File: config.mk
export PLATFORM = sky130hd
export DESIGN_NAME = instr_fetch
export DESIGN_NICKNAME = d
export VERILOG_FILES = /design/src/rtl/instr_fetch_pkg.sv /design/src/rtl/instr_fetch_next_pc.sv /design/src/rtl/instr_fetch.sv
export SDC_FILE = /design/constraint.sdc
export NUM_CORES = 1
export LEC_CHECK = 0
export ABC_AREA = 1
export CAP_MARGIN = 5
export CORE_MARGIN = 1.5
export CORE_UTILIZATION = 49
export CTS_CLUSTER_SIZE = 8
export DETAILED_ROUTE_END_ITERATION = 12
export DONT_BUFFER_PORTS = 1
export PLACE_DENSITY_LB_ADDON = 0.3
export SYNTH_ARGS = -nofsm -noshare
export SYNTH_HDL_FRONTEND = slang
export SYNTH_SLANG_ARGS = --single-unit
File: constraint.sdc
create_clock -name clk -period 2 [get_ports clk]
set_clock_uncertainty 0.2 [all_clocks]
set_input_delay 0.5 -clock clk [delete_from_list [all_inputs] [get_ports clk]]
set_output_delay 0.5 -clock clk [all_outputs]
set_load 0.02 [all_outputs]
File: src/rtl/instr_fetch_pkg.sv
// Shared definitions for the instruction-fetch slice: width defaults, opcode
// field layout, fetch FSM states and next-PC select encodings.
package instr_fetch_pkg;

  localparam int PC_W_DEF    = 10;
  localparam int INSTR_W_DEF = 16;

  // Opcode occupies the top OPCODE_W bits of the instruction word
  localparam int OPCODE_W       = 6;
  localparam int OPCODE_TOP_OFS = 0;

  typedef enum logic {
    FETCH = 1'b0,
    ISSUE = 1'b1
  } fetch_state_e;

  typedef enum logic [1:0] {
    SEQ  = 2'd0,
    SKIP = 2'd1,
    JUMP = 2'd2
  } npc_sel_e;

  // A jump always wins; skip only matters on sequential flow
  function automatic npc_sel_e npcSelect(input logic sInc, input logic sSkip);
    if (!sInc) begin
      return JUMP;
    end else if (sSkip) begin
      return SKIP;
    end
    return SEQ;
  endfunction

endpackage

File: src/rtl/instr_fetch_next_pc.sv
// Combinational next-PC selection: jump target, pc+1 or pc+2, all
// wrapping modulo 2^PC_W.
module next_pc_calc
  import instr_fetch_pkg::*;
#(
  parameter int PC_W = PC_W_DEF
) (
  input  logic [PC_W-1:0] pc_i,
  input  logic            s_inc_i,
  input  logic            s_skip_i,
  input  logic [PC_W-1:0] jr_target_i,
  output logic [PC_W-1:0] next_pc_o
);

  npc_sel_e sel;

  always_comb begin
    sel       = npcSelect(s_inc_i, s_skip_i);
    next_pc_o = pc_i + PC_W'(1);
    case (sel)
      JUMP:    next_pc_o = jr_target_i;
      SKIP:    next_pc_o = pc_i + PC_W'(2);
      default: next_pc_o = pc_i + PC_W'(1);
    endcase
  end

endmodule

File: src/rtl/instr_fetch.sv
// Instruction fetch unit: two-state FETCH/ISSUE loop that reads one word
// from instruction memory, holds it until retired, then advances the PC.
module instr_fetch
  import instr_fetch_pkg::*;
#(
  parameter int          PC_W     = PC_W_DEF,
  parameter int          INSTR_W  = INSTR_W_DEF,
  parameter int unsigned RESET_PC = 0
) (
  input  logic               clk,
  input  logic               reset,
  input  logic               s_inc,
  input  logic               s_skip,
  input  logic [PC_W-1:0]    jr_target,
  input  logic               exec_done,
  output logic               mem_req,
  output logic [PC_W-1:0]    mem_addr,
  input  logic               mem_ack,
  input  logic [INSTR_W-1:0] mem_rdata,
  output logic [INSTR_W-1:0] instr,
  output logic [5:0]         opcode,
  output logic               instr_valid,
  output logic [PC_W-1:0]    pc
);

  fetch_state_e       state_q, state_d;
  logic [PC_W-1:0]    pc_q, pc_d;
  logic [INSTR_W-1:0] instr_q, instr_d;
  logic               started_q, started_d;
  logic [PC_W-1:0]    nextPc;

  next_pc_calc #(.PC_W(PC_W)) u_next_pc (
    .pc_i        (pc_q),
    .s_inc_i     (s_inc),
    .s_skip_i    (s_skip),
    .jr_target_i (jr_target),
    .next_pc_o   (nextPc)
  );

  // started_q keeps mem_req low until the first clock edge after reset release
  always_ff @(posedge clk or posedge reset) begin
    if (reset) begin
      state_q   <= FETCH;
      pc_q      <= PC_W'(RESET_PC);
      instr_q   <= '0;
      started_q <= 1'b0;
    end else begin
      state_q   <= state_d;
      pc_q      <= pc_d;
      instr_q   <= instr_d;
      started_q <= started_d;
    end
  end

  // A late ack from an abandoned fetch is taken as the RESET_PC word
  always_comb begin
    state_d     = state_q;
    pc_d        = pc_q;
    instr_d     = instr_q;
    started_d   = 1'b1;
    mem_req     = 1'b0;
    instr_valid = 1'b0;
    case (state_q)
      FETCH: begin
        mem_req = started_q;
        if (mem_ack) begin
          instr_d = mem_rdata;
          state_d = ISSUE;
        end
      end
      ISSUE: begin
        instr_valid = 1'b1;
        if (exec_done) begin
          pc_d    = nextPc;
          state_d = FETCH;
        end
      end
      default: state_d = FETCH;
    endcase
  end

  assign mem_addr = pc_q;
  assign pc       = pc_q;
  assign instr    = instr_q;
  assign opcode   = instr_q[INSTR_W-1-OPCODE_TOP_OFS -: OPCODE_W];

endmodule

==> results of run 1 <==
## cell type report
type / count / area share [%]
flip-flops and latches: 28 / 45.16
repair buffers: 11 / 5.484
inverters: 15 / 3.629
well taps: 33 / 2.661
clock buffers: 4 / 2.339
multi-input cells: 112 / 40.73
## metal layers
metal / part of all wire (%) / routed length [um] / up-vias
met5: 0 / 0 / -
met4: 0.73 / 23 / 0
met3: 8.6 / 270 / 4
met2: 49 / 1542 / 43
met1: 41 / 1303 / 560
li1: - / - / 540
## synth_stat cells, drive strengths merged
cell / n
nand2: 49
o21ai: 11
ha: 2
o211ai: 2
nor2: 14
buf: 19
o22ai: 1
a21oi: 3
mux2: 16
dfrtp: 28
conb: 1
a31oi: 1
inv: 15
a21boi: 1
or2: 1
a31o: 1
nand3: 9
## flip-flops by register name, indices dropped and copies added, names as in the netlist
register / flops
mem_addr: 10
instr: 16
state_q: 1
started_q: 1
## logic make-up (layout without fill, tap and decap cells)
| kind of cell | count (synthesis) | after routing | share of synthesized area [%] |
|---|---|---|---|
| adder cells (fa/ha/maj) | 2 | 2 | 1.635 |
| other | 1 | 1 | 0.2451 |
| AND/OR/NAND/NOR | 73 | 73 | 19.95 |
| multiplexers | 16 | 16 | 11.77 |
| buffers and inverters | 34 | 30 | 12.92 |
| AO/OA/AOI/OAI | 20 | 20 | 7.686 |
| flip-flops | 28 | 28 | 45.79 |
## power by group through the flow
| stage | clock [W] | sequential [W] | combinational, W |
|---|---|---|---|
| 2_1_floorplan | 0 | 0.00102 | 0.000528 |
| 3_3_place_gp | 0 | 0.00100 | 0.000587 |
| 3_5_place_dp | 0 | 0.00101 | 0.000601 |
| 4_1_cts | 0.000281 | 0.000999 | 0.000603 |
| 5_1_grt | 0.000301 | 0.00102 | 0.000670 |
| 6_report | 0.000270 | 0.000996 | 0.000597 |
## path summary, 6_finish.rpt
kind,start,slack (ps),endpoint
max in group asynchronous,reset,870,mem_addr[2]
hold reg to reg,mem_addr[1],430,mem_addr[1]
min in group asynchronous,reset,470,mem_addr[3]
setup reg to reg,state_q,240,mem_addr[6]
setup / recovery,state_q,130,mem_req
hold / removal,exec_done,70,state_q
## through the flow
stage	utilization, %	worst slack (ps)	power [W]
2_1_floorplan	-	371.5	0.001545
5_1_grt	51.67	9.047	0.001989
3_5_place_dp	50.13	249.7	0.001611
4_1_cts	51.67	114.2	0.001882
6_report	51.67	128.8	0.001862
3_3_place_gp	50.13	296.5	0.001587
==> impl_metrics.ini, run 1 <==
[timing]
hold_viol = 0
slew_viol_final = 0
fin_tns_setup_ps = 0
final-setup-viol-count = 0
period_needed_ps = 1871
fmax_mhz = 534.4
fin_crit_sh_pct = 93.56
whs_ps = 74.63
rsz0062_at_grt = false

[logic_synthesis]
seq_area_frac_synth_pct = 45.79
netlist_instances = 174
yosysUniqueCellTypes = 24
syn_nets = 208
avgSynthCellArea_sq_um = 8.794
ys_warn_count = 0
synth_area_leader_cell = dfrtp_1
synth_area_sq_um = 1530
yosys.area.top_type_share_pct = 45.79
yosys-top-cells-area = dfrtp_1 (46%), mux2_2 (12%), nand2_1 (12%), buf_4 (7.8%), o21ai_0 (3.3%)
ys_ff_latch = 28

[power_and_ir_drop]
power_frac_clock_pct = 14.5
p_int_w = 0.001035
cellLeakagePower_nw = 0.7502
p_sw_w = 0.0008272
seq_power_share_pct = 53.5
vdd_drop_max_mv = 0.6671
combPwrFrac_pct = 32.1
p_per_area_nw_per_um2 = 1200
netSwitchingFraction_pct = 44.42

[final_layout]
nets = 205
final_layout_size_suffix_gt1_share_pct = 22.35
design_area_sq_um = 1551
n_antenna_cell = 0
regArea_sq_um = 700.7
multi_input_area_sq_um = 631.9
layout_commonest_cell = nand2_1
areaGrowthSynthToFinish_pct = 1.390
num-fill-cells = 304
finalNonFillerCells = 203
layout_common_cells = nand2_1 (47), dfrtp_1 (28), mux2_2 (16)

[drt]
wl_per_cell_um = 15.47
via_per_inst = 5.650
dr.pass1.iters = 4
drc = 0
vias = 1147
routed_wl_um = 3140
drtIter0Drc = 43
ant_nets = 0

[clocking]
clk_pin_slew_ps = 140
cts_root_buf = clkbuf_4
cts_resized = 0
cts_tree = done
cts_buffers = 3
insertion_delay_ps = 320
ctsHoldBuffers = 1
clock_path_buffers = 2
htreeDepth = 1
clock_sinks = 28
post-cts-setup-buffers = 0

[critical_path]
worst-path-stages = 1
r2r_cells = 6
worstPathArrival_ps = 1170
cp-start-kind = flop
worstPathCellList = nor2_1
crit_family = flip-flops
cp_max_fo = 4
crit_buf_inv = 0
worstSetupEndpointType = primary output
required_ps = 1300
critPathKind = flop to primary output
cpPeakStageDelay_ps = 500
critPathSlowestCell = dfrtp_1

[global_routing]
grt_first_pass_wirelength_um = 5175
globalRouteMet1Util_pct = 26.53
grt.overflow.total = 0
grt_max_degree = 29
antenna_found_initial = 0
grt_usage_pct = 19.52
grt_busiest_layer = met2
grt_pass1_vias = 1122
grtUsageMet3_pct = 4.396
use_met2_pct = 31.43

[placed_design]
dp_hpwl_um = 2491
gp_congestion = 0.8377
numPortBuffers = 0
dpl_cell_area_sq_um = 1505
dp_cells = 198

[status]
status = complete, no violations

[min_path]
holdPathStages = 1
hold_class = primary input to flop

[floorplan]
die_area_sq_um = 3467
die_h_um = 58.88
die_x_um = 58.88
rows = 20
io_pins = 76
core_area_sq_um = 3003
initial_core_util_pct = 50.96

[job]
maxCapViolations = 0
Note: power is estimated with default switching activity, not from simulation.
==> run 2, diff against run 1 <==
--- a/config.mk
+++ b/config.mk
@@ -8,7 +8,7 @@
 export ABC_AREA = 1
 export CAP_MARGIN = 5
 export CORE_MARGIN = 1.5
-export CORE_UTILIZATION = 49
+export CORE_UTILIZATION = 55
 export CTS_CLUSTER_SIZE = 8
 export DETAILED_ROUTE_END_ITERATION = 12
 export DONT_BUFFER_PORTS = 1
==> run 2 against run 1 <==
Sequential cell count did not move. Register-to-register slack got worse by 20 ps. Wire length fell by 8.9%. Non-clock buffer count did not move. Final area rose by 0.81%. First-iteration DRC count fell by 14%. Worst hold slack got worse by 6.1 ps. Combinational power fell by 2%. Die area fell by 10%. Sequential share of layout area fell by 0.36 points. Critical path type unchanged.
==> impl_metrics.ini, run 2 (synthesis results as in run 1) <==
[critical_path]
cpPeakStageDelay_ps = 660
cp_max_fo = 8
worstPathArrival_ps = 1210
required_ps = 1300
critPathSlowestCell = dfrtp_1
worstPathCellList = buf_4
critPathKind = flop to primary output
worstSetupEndpointType = primary output
cp-start-kind = flop
crit_buf_inv = 1
crit_family = flip-flops

[final_layout]
largest_reg_flops = 16
layout_common_cells = nand2_1 (47), dfrtp_1 (28), mux2_2 (16)
nets = 205
n_antenna_cell = 0
final_layout_size_suffix_gt1_share_pct = 22.35
utilization_pct = 61.46
finalNonFillerCells = 200
layout_commonest_cell = nand2_1
areaGrowthSynthToFinish_pct = 2.208

[drt]
routed_wl_um = 2860
ant_nets = 0
drtIter0Drc = 37
via_per_inst = 5.610
vias = 1122
drc = 0
dr.pass1.iters = 4
wl_per_cell_um = 14.30

[floorplan]
die_x_um = 55.75
rows = 18
io_pins = 76
die_area_sq_um = 3108
initial_core_util_pct = 60.13
die_h_um = 55.75
core_area_sq_um = 2545

[placed_design]
dpl_worst_slack_ps = 245.6
gp_congestion = 0.8313
dp_cells = 195
dp_hpwl_um = 2196
numPortBuffers = 0

[clocking]
cts_root_buf = clkbuf_4
post-cts-setup-buffers = 0
insertion_delay_ps = 320
htreeDepth = 1
clk_pin_slew_ps = 140
cts_buffers = 3
clock_path_buffers = 2
cts_tree = done
clock_sinks = 28

[power_and_ir_drop]
p_per_area_nw_per_um2 = 1245
vdd_drop_max_mv = 0.7609
p_int_w = 0.001126
power_frac_clock_pct = 18.7
combPwrFrac_pct = 30.1
netSwitchingFraction_pct = 42.19
cellLeakagePower_nw = 0.7572
seq_power_share_pct = 51.2
p_sw_w = 0.0008218

[global_routing]
grt_usage_pct = 19.20
grt_first_pass_wirelength_um = 4795
grt_max_degree = 29
grt.overflow.total = 0
antenna_found_initial = 0
grt_pass1_vias = 1133

[status]
status = complete, no violations

[min_path]
hold_class = primary input to flop

[timing]
fin_crit_sh_pct = 95.39
slew_viol_final = 0
fmax_mhz = 524.1
setup_ws_ps = 92.11
final-setup-viol-count = 0
hold_viol = 0
fin_tns_setup_ps = 0
rsz0062_at_grt = false
period_needed_ps = 1908

[job]
maxCapViolations = 0
run 2: changes by cell type in the layout (fill, tap and decap cells not counted), sizes merged:
cell    previous run  this run
clkbuf             4         3
bufinv             0         1
run 2: through the flow:
stage               power [W]  area, sq um  hold slack (ps)
floorplan            0.001545         1530            365.4
global placement     0.001578         1501            272.3
detailed placement   0.001599         1501            283.8
CTS                  0.001970         1564            51.15
global route         0.002069         1564            35.06
finish               0.001948         1564            68.52
run 2: layout make-up:
cell class | instances | area [sq um]
clock inverter | 1 | 30.03
inverter | 15 | 56.30
multi-input combinational | 112 | 631.9
tap | 30 | 37.54
timing repair buffer | 11 | 85.08
sequential | 28 | 700.7
clock buffer | 3 | 22.52
fill | 221 | 980.9
run 2: timing repair:
item                                    4_1_cts  5_1_grt
hold buffers                                  1        0
endpoints found under the setup margin        0        0
hold endpoints to repair                     28        0
resized for setup                             0        0
run 2: power by group through the flow:
| stage | logic (W) | registers [W] | clock network (W) |
|---|---|---|---|
| detailed placement | 0.000589 | 0.00101 | 0 |
| finish | 0.000587 | 0.000998 | 0.000363 |
| floorplan | 0.000528 | 0.00102 | 0 |
| global route | 0.000647 | 0.00102 | 0.000399 |
| CTS | 0.000591 | 0.000998 | 0.000381 |
| global placement | 0.000575 | 0.00100 | 0 |
run 2: final timing paths:
kind                              from           to  slack (ps)  cells past startpoint
setup reg to reg               state_q  mem_addr[8]         220                      7
max in group asynchronous        reset  mem_addr[5]         880                      3
min in group asynchronous        reset     instr[8]         460                      3
setup / recovery           mem_addr[3]  mem_addr[3]          90                      1
hold reg to reg            mem_addr[4]  mem_addr[4]         440                      2
hold / removal               exec_done      state_q          70                      1
run 2: routing by layer:
layer | wire length [um] | vias up | global-route usage (%)
met4 | 25 | 0 | 7.317
li1 | - | 532 | -
met5 | 0 | - | 0
met1 | 1185 | 526 | 22.29
met3 | 267 | 5 | 5.581
met2 | 1381 | 59 | 33.33
==> run 3, diff against run 2 <==
--- a/config.mk
+++ b/config.mk
@@ -5,7 +5,6 @@
 export SDC_FILE = /design/constraint.sdc
 export NUM_CORES = 1
 export LEC_CHECK = 0
-export ABC_AREA = 1
 export CAP_MARGIN = 5
 export CORE_MARGIN = 1.5
 export CORE_UTILIZATION = 55
==> run 3 against run 2 <==
Clock power about the same. Sequential power about the same. Combinational power increased by 25%. Non-clock buffer count increased by 3. Die area increased by 1.9%. Synthesized cell count decreased by 18%. Worst setup slack improved by 1.5 ps. Sequential cell count unchanged. Sequential share of layout area decreased by 0.88 points. Critical path type unchanged. Critical endpoint is now instr_valid.
==> impl_metrics.ini, run 3 <==
[final_layout]
layout_common_cells = dfrtp_1 (28), mux2_2 (16), buf_4 (13)
regArea_sq_um = 700.7
largest_reg_flops = 16
final_layout_size_suffix_gt1_share_pct = 29.20
nets = 172
areaGrowthSynthToFinish_pct = 2.163
layout_commonest_cell = dfrtp_1
num-fill-cells = 244
multi_input_area_sq_um = 680.7
n_antenna_cell = 0

[power_and_ir_drop]
netSwitchingFraction_pct = 42.84
cellLeakagePower_nw = 0.6715
p_per_area_nw_per_um2 = 1337
p_sw_w = 0.0009138
vdd_drop_max_mv = 0.9320
p_int_w = 0.001219
power_frac_clock_pct = 17.1
seq_power_share_pct = 48.5
combPwrFrac_pct = 34.5

[floorplan]
core_area_sq_um = 2734
io_pins = 76
die_h_um = 56.29
die_area_sq_um = 3168
initial_core_util_pct = 57.12
rows = 19
die_x_um = 56.29

[placed_design]
dp_hpwl_um = 2355
numPortBuffers = 0
gp_congestion = 0.8040
dpl_worst_slack_ps = 257.3

[critical_path]
worstPathArrival_ps = 1210
worstSetupEndpointType = primary output
crit_family = flip-flops
cp_max_fo = 14
critPathSlowestCell = dfrtp_1
cpPeakStageDelay_ps = 650
worstPathCellList = buf_4
required_ps = 1300
critPathKind = flop to primary output
worst-path-stages = 1
crit_buf_inv = 1
cp-start-kind = flop
r2r_cells = 4

[status]
status = complete, no violations

[logic_synthesis]
synth_common_cells = dfrtp_1 (28), buf_4 (17), mux2_2 (16)
avgSynthCellArea_sq_um = 10.92
ys_ff_latch = 28
synth-main-ff-cell = dfrtp_1
synth_edf_count = 0
synth.most_common_cell = dfrtp_1
yosys.area.top_type_share_pct = 44.87
yosys-top-cells-area = dfrtp_1 (45%), mux2_2 (12%), buf_4 (8.2%), mux2i_1 (2.6%), a311oi_1 (1.7%)
synth_area_sq_um = 1561
syn_nets = 177
synth_area_leader_cell = dfrtp_1
seq_area_frac_synth_pct = 44.87
yosysUniqueCellTypes = 42
async_flop_share_pct = 100.0
ys_warn_count = 0
netlist_instances = 143

[clocking]
clock_path_buffers = 2
clock_sinks = 28
cts_root_buf = clkbuf_4
clk_pin_slew_ps = 140
cts_tree = done
htreeDepth = 1
insertion_delay_ps = 320
post-cts-setup-buffers = 0
cts_buffers = 3

[drt]
via_per_inst = 6.494
drtIter0Drc = 48
dr.pass1.iters = 5
routed_wl_um = 3245
wl_per_cell_um = 19.32
drc = 0
ant_nets = 0
vias = 1091

[timing]
slew_viol_final = 0
fin_crit_sh_pct = 95.32
fin_tns_setup_ps = 0
rsz0062_at_grt = false
hold_viol = 0
fmax_mhz = 524.6
setup_ws_ps = 93.63
period_needed_ps = 1906
final-setup-viol-count = 0

[global_routing]
antenna_found_initial = 0
grt_max_degree = 29
grt_usage_pct = 22.36
grt_pass1_vias = 1199
grt.overflow.total = 0
grt_first_pass_wirelength_um = 5595

[job]
maxCapViolations = 0

[min_path]
hold_class = primary input to flop
holdPathStages = 1
[run 3: power groups by stage]
stage	registers, W	logic, W	clock network (W)
3_3_place_gp	0.00104	0.000714	0
6_report	0.00103	0.000735	0.000364
4_1_cts	0.00103	0.000737	0.000378
5_1_grt	0.00106	0.000801	0.000394
2_1_floorplan	0.00105	0.000643	0
3_5_place_dp	0.00104	0.000734	0
[run 3: area by class of cell]
type / instances / area share (%)
timing repair buffer: 14 / 6.745
tap: 31 / 2.431
clock inverter: 1 / 1.882
inverter: 4 / 0.9412
sequential: 28 / 43.92
multi-input combinational: 87 / 42.67
clock buffer: 3 / 1.412
[run 3: final timing paths]
path                             startpoint           to  slack (ps)
worst max-delay path                state_q  instr_valid          90
worst min-delay path                  s_inc  mem_addr[1]          50
worst max register to register  mem_addr[1]  mem_addr[9]         200
worst min register to register  mem_addr[5]  mem_addr[5]         430
max in group asynchronous             reset  mem_addr[0]         880
min in group asynchronous             reset     instr[9]         460
[run 3: repair_timing]
item                                    CTS  global route
resized for setup                         1             0
hold endpoints to repair                 28             0
hold buffers                              1             0
endpoints found under the setup margin    1             0
[run 3: per-stage QoR]
step           power [W]  hold slack [ps]  std cells  util [%]  area, sq um
2_1_floorplan   0.001693            365.4        143         -         1562
3_3_place_gp    0.001751            269.8        163     55.97         1530
3_5_place_dp    0.001778            283.8        163     55.97         1530
4_1_cts         0.002148            26.28        168     58.35         1595
5_1_grt         0.002259            31.82        168     58.35         1595
6_report        0.002133            45.04        168     58.35         1595
[run 3: metal layers]
layer,share of wire [%],GRT usage (%),vias to the layer above,wire length [um]
met5,0,0,-,0
met4,0.52,7.143,0,17
met3,9.2,5.530,2,299
met2,48,37.82,68,1565
met1,42,28.20,524,1363
li1,-,-,497,-
[run 3: kinds of logic (layout without fill, tap and decap cells)]
logic type / Yosys count / in the layout / share of synthesized area, %
compound gates: 32 / 32 / 14.99
simple gates: 31 / 31 / 11.54
flops: 28 / 28 / 44.87
buf+inv: 28 / 22 / 11.70
mux: 21 / 21 / 15.06
fa+ha+maj: 2 / 2 / 1.602
other cells: 1 / 1 / 0.2402
